===== config.mk =====
export PLATFORM = sky130hd
export DESIGN_NAME = mem_arbiter_flat
export DESIGN_NICKNAME = d
export VERILOG_FILES = /design/src/rtl/mem_arbiter_if.sv /design/src/rtl/mem_arbiter.sv /design/src/flat_wrapper.sv
export SDC_FILE = /design/constraint.sdc
export NUM_CORES = 1
export LEC_CHECK = 0
export CAP_MARGIN = 40
export CORE_AREA = 3 3 117 119
export CTS_CLUSTER_SIZE = 12
export DETAILED_ROUTE_END_ITERATION = 7
export DIE_AREA = 0 0 120 122
export DONT_BUFFER_PORTS = 1
export GPL_TIMING_DRIVEN = 0
export PLACE_DENSITY = 0.6
export SLEW_MARGIN = 20
export SYNTH_ARGS = -nofsm -noshare
export SYNTH_HDL_FRONTEND = slang
export SYNTH_SLANG_ARGS = --single-unit

===== constraint.sdc =====
create_clock -name clk -period 3.6 [get_ports clk]
set_input_delay 0.36 -clock clk [delete_from_list [all_inputs] [get_ports clk]]
set_output_delay 0.36 -clock clk [all_outputs]
set_load 0.02 [all_outputs]

===== src/rtl/mem_arbiter_if.sv =====
// mem_arbiter_if: bundle of all request/response and RAM-side signals of the
// two-master RAM arbiter.
//   slave  : arbiter view. It takes the master requests and RAM read data, and
//            drives ready/rdata, the registered RAM strobes, and busy.
//   master : environment view. This covers both requesting masters and the RAM model.
// Signals:
//   m{0,1}_valid/addr/wdata/wmask : request from each master (wmask 0 = read)
//   m{0,1}_ready/rdata            : completion pulse and held read data
//   mem_addr/access/wmask/wdata   : registered RAM controls
//   mem_rdata                     : RAM read data, one cycle after mem_access
//   busy                          : arbiter not idle
interface mem_arbiter_if #(
    parameter int ADDR_W = 32
);
    logic              m0_valid, m1_valid;
    logic [ADDR_W-1:0] m0_addr, m1_addr;
    logic [31:0]       m0_wdata, m1_wdata;
    logic [3:0]        m0_wmask, m1_wmask;
    logic              m0_ready, m1_ready;
    logic [31:0]       m0_rdata, m1_rdata;
    logic [ADDR_W-1:0] mem_addr;
    logic              mem_access;
    logic [3:0]        mem_wmask;
    logic [31:0]       mem_wdata;
    logic [31:0]       mem_rdata;
    logic              busy;

    modport slave (
        input  m0_valid, m1_valid, m0_addr, m1_addr, m0_wdata, m1_wdata,
               m0_wmask, m1_wmask, mem_rdata,
        output m0_ready, m1_ready, m0_rdata, m1_rdata,
               mem_addr, mem_access, mem_wmask, mem_wdata, busy
    );

    modport master (
        output m0_valid, m1_valid, m0_addr, m1_addr, m0_wdata, m1_wdata,
               m0_wmask, m1_wmask, mem_rdata,
        input  m0_ready, m1_ready, m0_rdata, m1_rdata,
               mem_addr, mem_access, mem_wmask, mem_wdata, busy
    );
endinterface


===== src/rtl/mem_arbiter.sv =====
// mem_arbiter: round-robin arbiter that shares one single-port synchronous RAM
// between two valid/ready masters. Each granted access takes the path
// IDLE -> ISSUE -> WAIT -> RESP. The flow is grant, then strobe, then RAM
// latency, then a ready pulse. Every output is a register.
// Ports:
//   clk   : system clock
//   reset : synchronous, active-high
//   bus   : mem_arbiter_if.slave (master requests, RAM controls, busy)
module mem_arbiter #(
    parameter int ADDR_W = 32
) (
    input  logic         clk,
    input  logic         reset,
    mem_arbiter_if.slave bus
);

    typedef enum logic [1:0] {IDLE, ISSUE, WAIT, RESP} state_t;

    state_t            state;
    logic              gnt;        // granted master index
    logic              last_grant; // master served most recently
    logic [3:0]        req_wmask;  // latched wmask; mem_wmask clears after ISSUE

    logic              want;
    logic              pick;
    logic [ADDR_W-1:0] sel_addr;
    logic [31:0]       sel_wdata;
    logic [3:0]        sel_wmask;

    // Arbitration. When both masters request, the one not served last wins.
    always_comb begin
        want = bus.m0_valid | bus.m1_valid;
        pick = 1'b0;
        if (bus.m0_valid && bus.m1_valid)
            pick = ~last_grant;
        else
            pick = bus.m1_valid;
        sel_addr  = pick ? bus.m1_addr  : bus.m0_addr;
        sel_wdata = pick ? bus.m1_wdata : bus.m0_wdata;
        sel_wmask = pick ? bus.m1_wmask : bus.m0_wmask;
    end

    always_ff @(posedge clk) begin
        if (reset) begin
            state          <= IDLE;
            gnt            <= 1'b0;
            last_grant     <= 1'b1;
            req_wmask      <= 4'b0;
            bus.m0_ready   <= 1'b0;
            bus.m1_ready   <= 1'b0;
            bus.m0_rdata   <= 32'b0;
            bus.m1_rdata   <= 32'b0;
            bus.mem_addr   <= '0;
            bus.mem_access <= 1'b0;
            bus.mem_wmask  <= 4'b0;
            bus.mem_wdata  <= 32'b0;
            bus.busy       <= 1'b0;
        end else begin
            bus.m0_ready <= 1'b0;
            bus.m1_ready <= 1'b0;
            case (state)
                IDLE: begin
                    if (want) begin
                        // mem_addr and mem_wdata hold the latched request
                        // until the next grant.
                        gnt            <= pick;
                        req_wmask      <= sel_wmask;
                        bus.mem_addr   <= sel_addr;
                        bus.mem_wdata  <= sel_wdata;
                        bus.mem_access <= (sel_wmask == 4'b0);
                        bus.mem_wmask  <= sel_wmask;
                        bus.busy       <= 1'b1;
                        state          <= ISSUE;
                    end
                end
                ISSUE: begin
                    // RAM samples at this edge; strobes last one cycle only
                    bus.mem_access <= 1'b0;
                    bus.mem_wmask  <= 4'b0;
                    state          <= WAIT;
                end
                WAIT: begin
                    if (req_wmask == 4'b0) begin
                        if (gnt) bus.m1_rdata <= bus.mem_rdata;
                        else     bus.m0_rdata <= bus.mem_rdata;
                    end
                    if (gnt) bus.m1_ready <= 1'b1;
                    else     bus.m0_ready <= 1'b1;
                    state <= RESP;
                end
                RESP: begin
                    last_grant <= gnt;
                    bus.busy   <= 1'b0;
                    state      <= IDLE;
                end
                default: state <= IDLE;
            endcase
        end
    end

endmodule


===== src/flat_wrapper.sv =====
// flat-port wrapper written by rule: the top's interface ports become plain ports
module mem_arbiter_flat 
#(
    parameter int ADDR_W = 32
)
  (clk, reset, bus_m0_valid, bus_m1_valid, bus_m0_addr, bus_m1_addr, bus_m0_wdata, bus_m1_wdata, bus_m0_wmask, bus_m1_wmask, bus_mem_rdata, bus_m0_ready, bus_m1_ready, bus_m0_rdata, bus_m1_rdata, bus_mem_addr, bus_mem_access, bus_mem_wmask, bus_mem_wdata, bus_busy);
  mem_arbiter_if #(.ADDR_W(ADDR_W)) bus_i ();
  input  logic clk;
  input  logic reset;
  input wire logic [$bits(bus_i.m0_valid)-1:0] bus_m0_valid;
  input wire logic [$bits(bus_i.m1_valid)-1:0] bus_m1_valid;
  input wire logic [$bits(bus_i.m0_addr)-1:0] bus_m0_addr;
  input wire logic [$bits(bus_i.m1_addr)-1:0] bus_m1_addr;
  input wire logic [$bits(bus_i.m0_wdata)-1:0] bus_m0_wdata;
  input wire logic [$bits(bus_i.m1_wdata)-1:0] bus_m1_wdata;
  input wire logic [$bits(bus_i.m0_wmask)-1:0] bus_m0_wmask;
  input wire logic [$bits(bus_i.m1_wmask)-1:0] bus_m1_wmask;
  input wire logic [$bits(bus_i.mem_rdata)-1:0] bus_mem_rdata;
  output wire logic [$bits(bus_i.m0_ready)-1:0] bus_m0_ready;
  output wire logic [$bits(bus_i.m1_ready)-1:0] bus_m1_ready;
  output wire logic [$bits(bus_i.m0_rdata)-1:0] bus_m0_rdata;
  output wire logic [$bits(bus_i.m1_rdata)-1:0] bus_m1_rdata;
  output wire logic [$bits(bus_i.mem_addr)-1:0] bus_mem_addr;
  output wire logic [$bits(bus_i.mem_access)-1:0] bus_mem_access;
  output wire logic [$bits(bus_i.mem_wmask)-1:0] bus_mem_wmask;
  output wire logic [$bits(bus_i.mem_wdata)-1:0] bus_mem_wdata;
  output wire logic [$bits(bus_i.busy)-1:0] bus_busy;
  assign bus_i.m0_valid = bus_m0_valid;
  assign bus_i.m1_valid = bus_m1_valid;
  assign bus_i.m0_addr = bus_m0_addr;
  assign bus_i.m1_addr = bus_m1_addr;
  assign bus_i.m0_wdata = bus_m0_wdata;
  assign bus_i.m1_wdata = bus_m1_wdata;
  assign bus_i.m0_wmask = bus_m0_wmask;
  assign bus_i.m1_wmask = bus_m1_wmask;
  assign bus_i.mem_rdata = bus_mem_rdata;
  assign bus_m0_ready = bus_i.m0_ready;
  assign bus_m1_ready = bus_i.m1_ready;
  assign bus_m0_rdata = bus_i.m0_rdata;
  assign bus_m1_rdata = bus_i.m1_rdata;
  assign bus_mem_addr = bus_i.mem_addr;
  assign bus_mem_access = bus_i.mem_access;
  assign bus_mem_wmask = bus_i.mem_wmask;
  assign bus_mem_wdata = bus_i.mem_wdata;
  assign bus_busy = bus_i.busy;
  mem_arbiter #(.ADDR_W(ADDR_W)) u_core (.clk(clk), .reset(reset), .bus(bus_i));
endmodule

Yosys cells after proc, flatten, opt, wreduce, memory -nomap -nowiden
Cells that the tools add are included.
{ "classes": {"eq_ne": 4, "mux": 14, "n_bitwise": 4, "n_reduce_logical": 12} }
{ "ops": {"columns": ["operator", "n"], "rows": [
  ["$mux W32", 2],
  ["$logic_not A4 Y1", 2],
  ["$mux W4", 2],
  ["$pmux W2 S4", 1],
  ["$pmux W4 S2", 1],
  ["$reduce_and A2 Y1", 3],
  ["$reduce_and A3 Y1", 2],
  ["$mux W1", 5],
  ["$eq A2 B2 Y1 const B", 2],
  ["$pmux W1 S2", 2],
  ["$reduce_bool A2 Y1", 2],
  ["$not A1 Y1", 3],
  ["$eq A2 B1 Y1 const B", 1],
  ["$logic_not A2 Y1", 1],
  ["$mux W2", 1],
  ["$ne A2 B1 Y1 const B", 1],
  ["$reduce_or A2 Y1", 1],
  ["$logic_and A1 B1 Y1", 1],
  ["$or A1 B1 Y1", 1]
]} }
{ "totals": {"reg_bits": 144, "in_bits": 172, "output_inout_bits": 136, "elab_cells": 47} }

Longest topological paths before layout
{ "depth": {"ltp_word": 6, "ltp_mapped": 8, "depth_no_buf": 6} }

Worst setup path after synthesis
Ideal clock, no wire load.
{ "synth_timing": {"path_type": "reg2reg", "from": "register u_core.state[0]", "to": "register u_core.bus.mem_wmask[2] in the netlist's numbering", "setup_time_ns": 0.070, "arrival_time_ns": 1.515, "t_required_ns": 3.530, "setup_slack_ns": 2.015, "stages_incl_launch_ff": 8, "path_buffers": 1, "period_less_slack_ns": 1.585, "cell_sequence": "dfxtp_1 inv_1 ha_1 buf_2 or3b_2 o21ai_0 nand2_1 a21oi_1"} }
{ "synth_between": {"elab_chain_cells": 3, "word_cells_on_any_way": 6, "cone_classes": "2 x eq/ne; 1 x mux; 3 x reduce/logical"} }
{ "synth_rtl": {"columns": ["item", "line_no", "text"], "rows": [
  ["start, declared", "mem_arbiter.sv:19", "state_t state;"],
  ["start signal, assigned", "mem_arbiter.sv:45", "state <= IDLE;"],
  ["start signal, assigned", "mem_arbiter.sv:73", "state <= ISSUE;"],
  ["start signal, assigned", "mem_arbiter.sv:80", "state <= WAIT;"],
  ["$eq A2 B1 Y1 or $logic_not A2 Y1 (tied branches)", "mem_arbiter.sv:61", "case (state)"],
  ["$reduce_bool A2 Y1 (no line) or $ne A2 B1 Y1 (tied branches)", null, null],
  ["$reduce_and A2 Y1 (no line)", null, null],
  ["end signal, assigned", "mem_arbiter.sv:71", "bus.mem_wmask <= sel_wmask;"],
  ["end, declared", "mem_arbiter_if.sv:32", "mem_addr, mem_access, mem_wmask, mem_wdata, busy"]
]} }
Several ways; a longest one is shown, not always the timed one.
A chain may end at the register's enable or synchronous reset.

Final worst setup path
{ "layout_timing": {"from": "register u_core.state[0]", "to": "register u_core.bus.mem_wdata[18] in the netlist's numbering"} }
{ "layout_between": {"elab_chain_cells": 2} }
{ "layout_rtl": {"columns": ["item", "line_no", "text"], "rows": [
  ["$logic_not A2 Y1", "mem_arbiter.sv:61", null],
  ["$reduce_and A2 Y1 (no line)", null, null],
  ["end signal, assigned", "mem_arbiter.sv:69", "bus.mem_wdata <= sel_wdata;"],
  ["end, declared", "mem_arbiter_if.sv:32", null]
]} }
No other way between the ends.

==> run metrics <==
Clock Tree Buf Depth=2; DRC=0; die height=122 µm; Seq/Total Area, Yosys=0.5015; Min-Delay Path Class=input pin to flip-flop; largest area contributor in the netlist=dfxtp_1; post-synth net total=819; crit end category=flip-flop; Post-Route WL=16,590 µm; Cells after DPL=815; total vias in the final route=4,593; Hold Path Depth=2; Worst-Margin Slew=0.5624 ns; Routed wire per std cell=19.59 µm; num ports=308; Hold Path Sink=u_core.bus.m0_rdata[24]$_SDFFE_PP0P_; #FFs+latches synth=144; final core occ=0.5207; starting density of the core=0.4536; DR iter-0 viols=233; Worst Path Arrival=2.27 ns; Final Wtd Congestion=0.8225; worst hold start=bus_mem_rdata[24]; Core ar.=12,670 µm²; H-tree lvl count=4; PD cells=850.5 nW/µm²; synthesized area=5748 µm²; clk_skew=0.009033 ns; Distinct cells, synth=32; share of power burned in registers=0.466; Overall Global Routing Usage=0.2193; top post-synthesis cells by area=dfxtp_1, mux2i_1, a211oi_1; Root Driver=clkbuf_16; clk_lat worst skew=0.42 ns; Nets=838; EDFF count, synth=0; CP top delay family=buffers and inverters; synthesis-to-layout area growth=14.78%; fill count=1,210; f_max=513.6 MHz; postcts setup bufs=0; Synth Instances=643; ys async rst share=0; Clock transition at path regs=0.06 ns; status=complete, no violations; max_slew headroom=0.6250; Sink Count=144; most common cell after layout, fill and taps aside=dfxtp_1; critical path peak fanout=10; DR vias/cell=5.423; Main synth FF type=dfxtp_1; VDD IR max=370.8 µV; syn avg cell area=8.939 µm²; die area=14,640 µm²; switching share of power=0.3622; post-DP HPWL=12,890 µm; GRT Residual Overflow=0; critical path class=flip-flop to flip-flop; Net Sw Power=0.002032 W; Clock Power Share=0.331; Synthesis Warnings=0; TritonCTS clock tree=yes; antenna violations before repair=0; CTS resizes=0; final clock period utilization by the worst path=0.5408; RSZ-0062 raised after global routing=false; row count=41; hold_ws=0.06963 ns; die width=120 µm; Layout Cells excl Fill=847; hold_buf cts=0; first-pass GRT wire length=24,680 µm; Post-Route Setup TNS=0 ns; setup violators final=0; I/O Buffers=0; largest net degree at the start of global routing=17; vias in the first global route=4,573; critical path required time=3.93 ns; commonest cells after routing, fill and taps aside=dfxtp_1, nand2_1, nor2_1; Logic pwr share=0.204; Final Hold Viols=0; Tmin final=1.947 ns; router iterations before antenna repair=4; top cell type's share of synthesized area=0.5015; Slowest-stage cell, CP=clkbuf_1; Ant. Diodes=0; Final Max Tran Viols=0; CP Buf/Inv Count=4; R2R setup slack=1.65 ns; Leakage Power=2.388 nW; Internal=0.003579 W; number of routed nets with antenna violations=0; maxcap violations=0; FF-to-FF path depth=8; layout cells sized above 1=0.08889; Pwr Total=0.005611 W; Critical Path Max Stage Delay=0.38 ns; RR Startpoint=u_core.state[0]$_SDFFE_PP0P_; critical path, cell by cell=inv_1, ha_1, buf_2, o21a_1, buf_4, clkbuf_1, nor2_1, a211oi_1; reg2reg end=u_core.bus.mem_wdata[18]$_SDFFE_PP0P_; Num CTS Buffers=17; CP Launch Type=flip-flop
-- how the worst max path moves through the flow --
stage | from | cells after the start | to
after floorplan | u_core.state[0]$_SDFFE_PP0P_ | 7 | u_core.bus.mem_wmask[2]$_SDFFE_PP0P_
after global placement | reset | 4 | u_core.bus.m1_rdata[1]$_SDFFE_PP0P_
after detailed placement | reset | 4 | u_core.bus.m1_rdata[4]$_SDFFE_PP0P_
after CTS | u_core.state[0]$_SDFFE_PP0P_ | 8 | u_core.bus.mem_wdata[18]$_SDFFE_PP0P_
after global routing | u_core.state[0]$_SDFFE_PP0P_ | 8 | u_core.bus.mem_wdata[18]$_SDFFE_PP0P_
final | u_core.state[0]$_SDFFE_PP0P_ | 8 | u_core.bus.mem_wdata[18]$_SDFFE_PP0P_
-- cell usage after synthesis, drive strengths merged, types with 2 or more instances --
master,n
a2bb2oi,2
dfxtp,144
mux2i,68
nor3b,2
nor2,74
a211oi,68
and3b,2
nand2,131
o21ai,4
ha,4
inv,2
nand3b,3
clkbuf,26
nand3,3
nand2b,3
buf,28
a21oi,68
-- metrics by stage --
step | area (µm²) | worst slack [ns]
after floorplan | 5748 | 2.015
after detailed placement | 5963 | 1.610
after CTS | 6598 | 1.652
final | 6598 | 1.653
after global routing | 6598 | 1.452
after global placement | 5963 | 1.629
-- cell type report --
class	instances	area, µm²	share of cell area
Buffer	54	290.3	0.04400
Clock buffer	23	508.0	0.07700
Clock inverter	9	126.4	0.01915
Inverter	2	7.507	0.001138
Multi-Input combinational cell	443	2567	0.3892
Sequential cell	144	2883	0.4369
Tap cell	172	215.2	0.03262
-- power groups by stage --
stage          Sequential (W)  Clock, W  Combinational (W)
6_report              0.00261   0.00185            0.00114
5_1_grt               0.00264   0.00195            0.00132
4_1_cts               0.00263   0.00188            0.00115
3_5_place_dp          0.00266         0            0.00115
3_3_place_gp          0.00265         0            0.00111
2_1_floorplan         0.00253         0           0.000913
-- state kept, by name, summed over array words and instances, names as in the netlist --
name	cells
u_core.bus.m1_rdata	32
u_core.state	2
u_core.req_wmask	4
u_core.bus.m1_ready	1
u_core.gnt	1
u_core.bus.busy	1
u_core.bus.m0_ready	1
u_core.bus.mem_wmask	4
u_core.bus.mem_access	1
u_core.last_grant	1
u_core.bus.mem_addr	32
u_core.bus.mem_wdata	32
u_core.bus.m0_rdata	32
-- logic make-up (layout without fill, tap and decap cells) --
group / count (synthesis) / in the layout / synth area share
AND/OR/NAND/NOR: 223 / 223 / 0.1561
AO/OA/AOI/OAI: 148 / 148 / 0.1635
flip-flops: 144 / 144 / 0.5015
multiplexers: 68 / 68 / 0.1184
buffers and inverters: 56 / 88 / 0.05181
adder cells (fa/ha/maj): 4 / 4 / 0.008707
-- layer usage --
metal	wire, µm	track usage
met4	332	0.08590
met2	8638	0.3980
met1	6230	0.2330
met3	1388	0.07707
met5	0	0
Note: power is estimated with default switching activity, not from simulation.
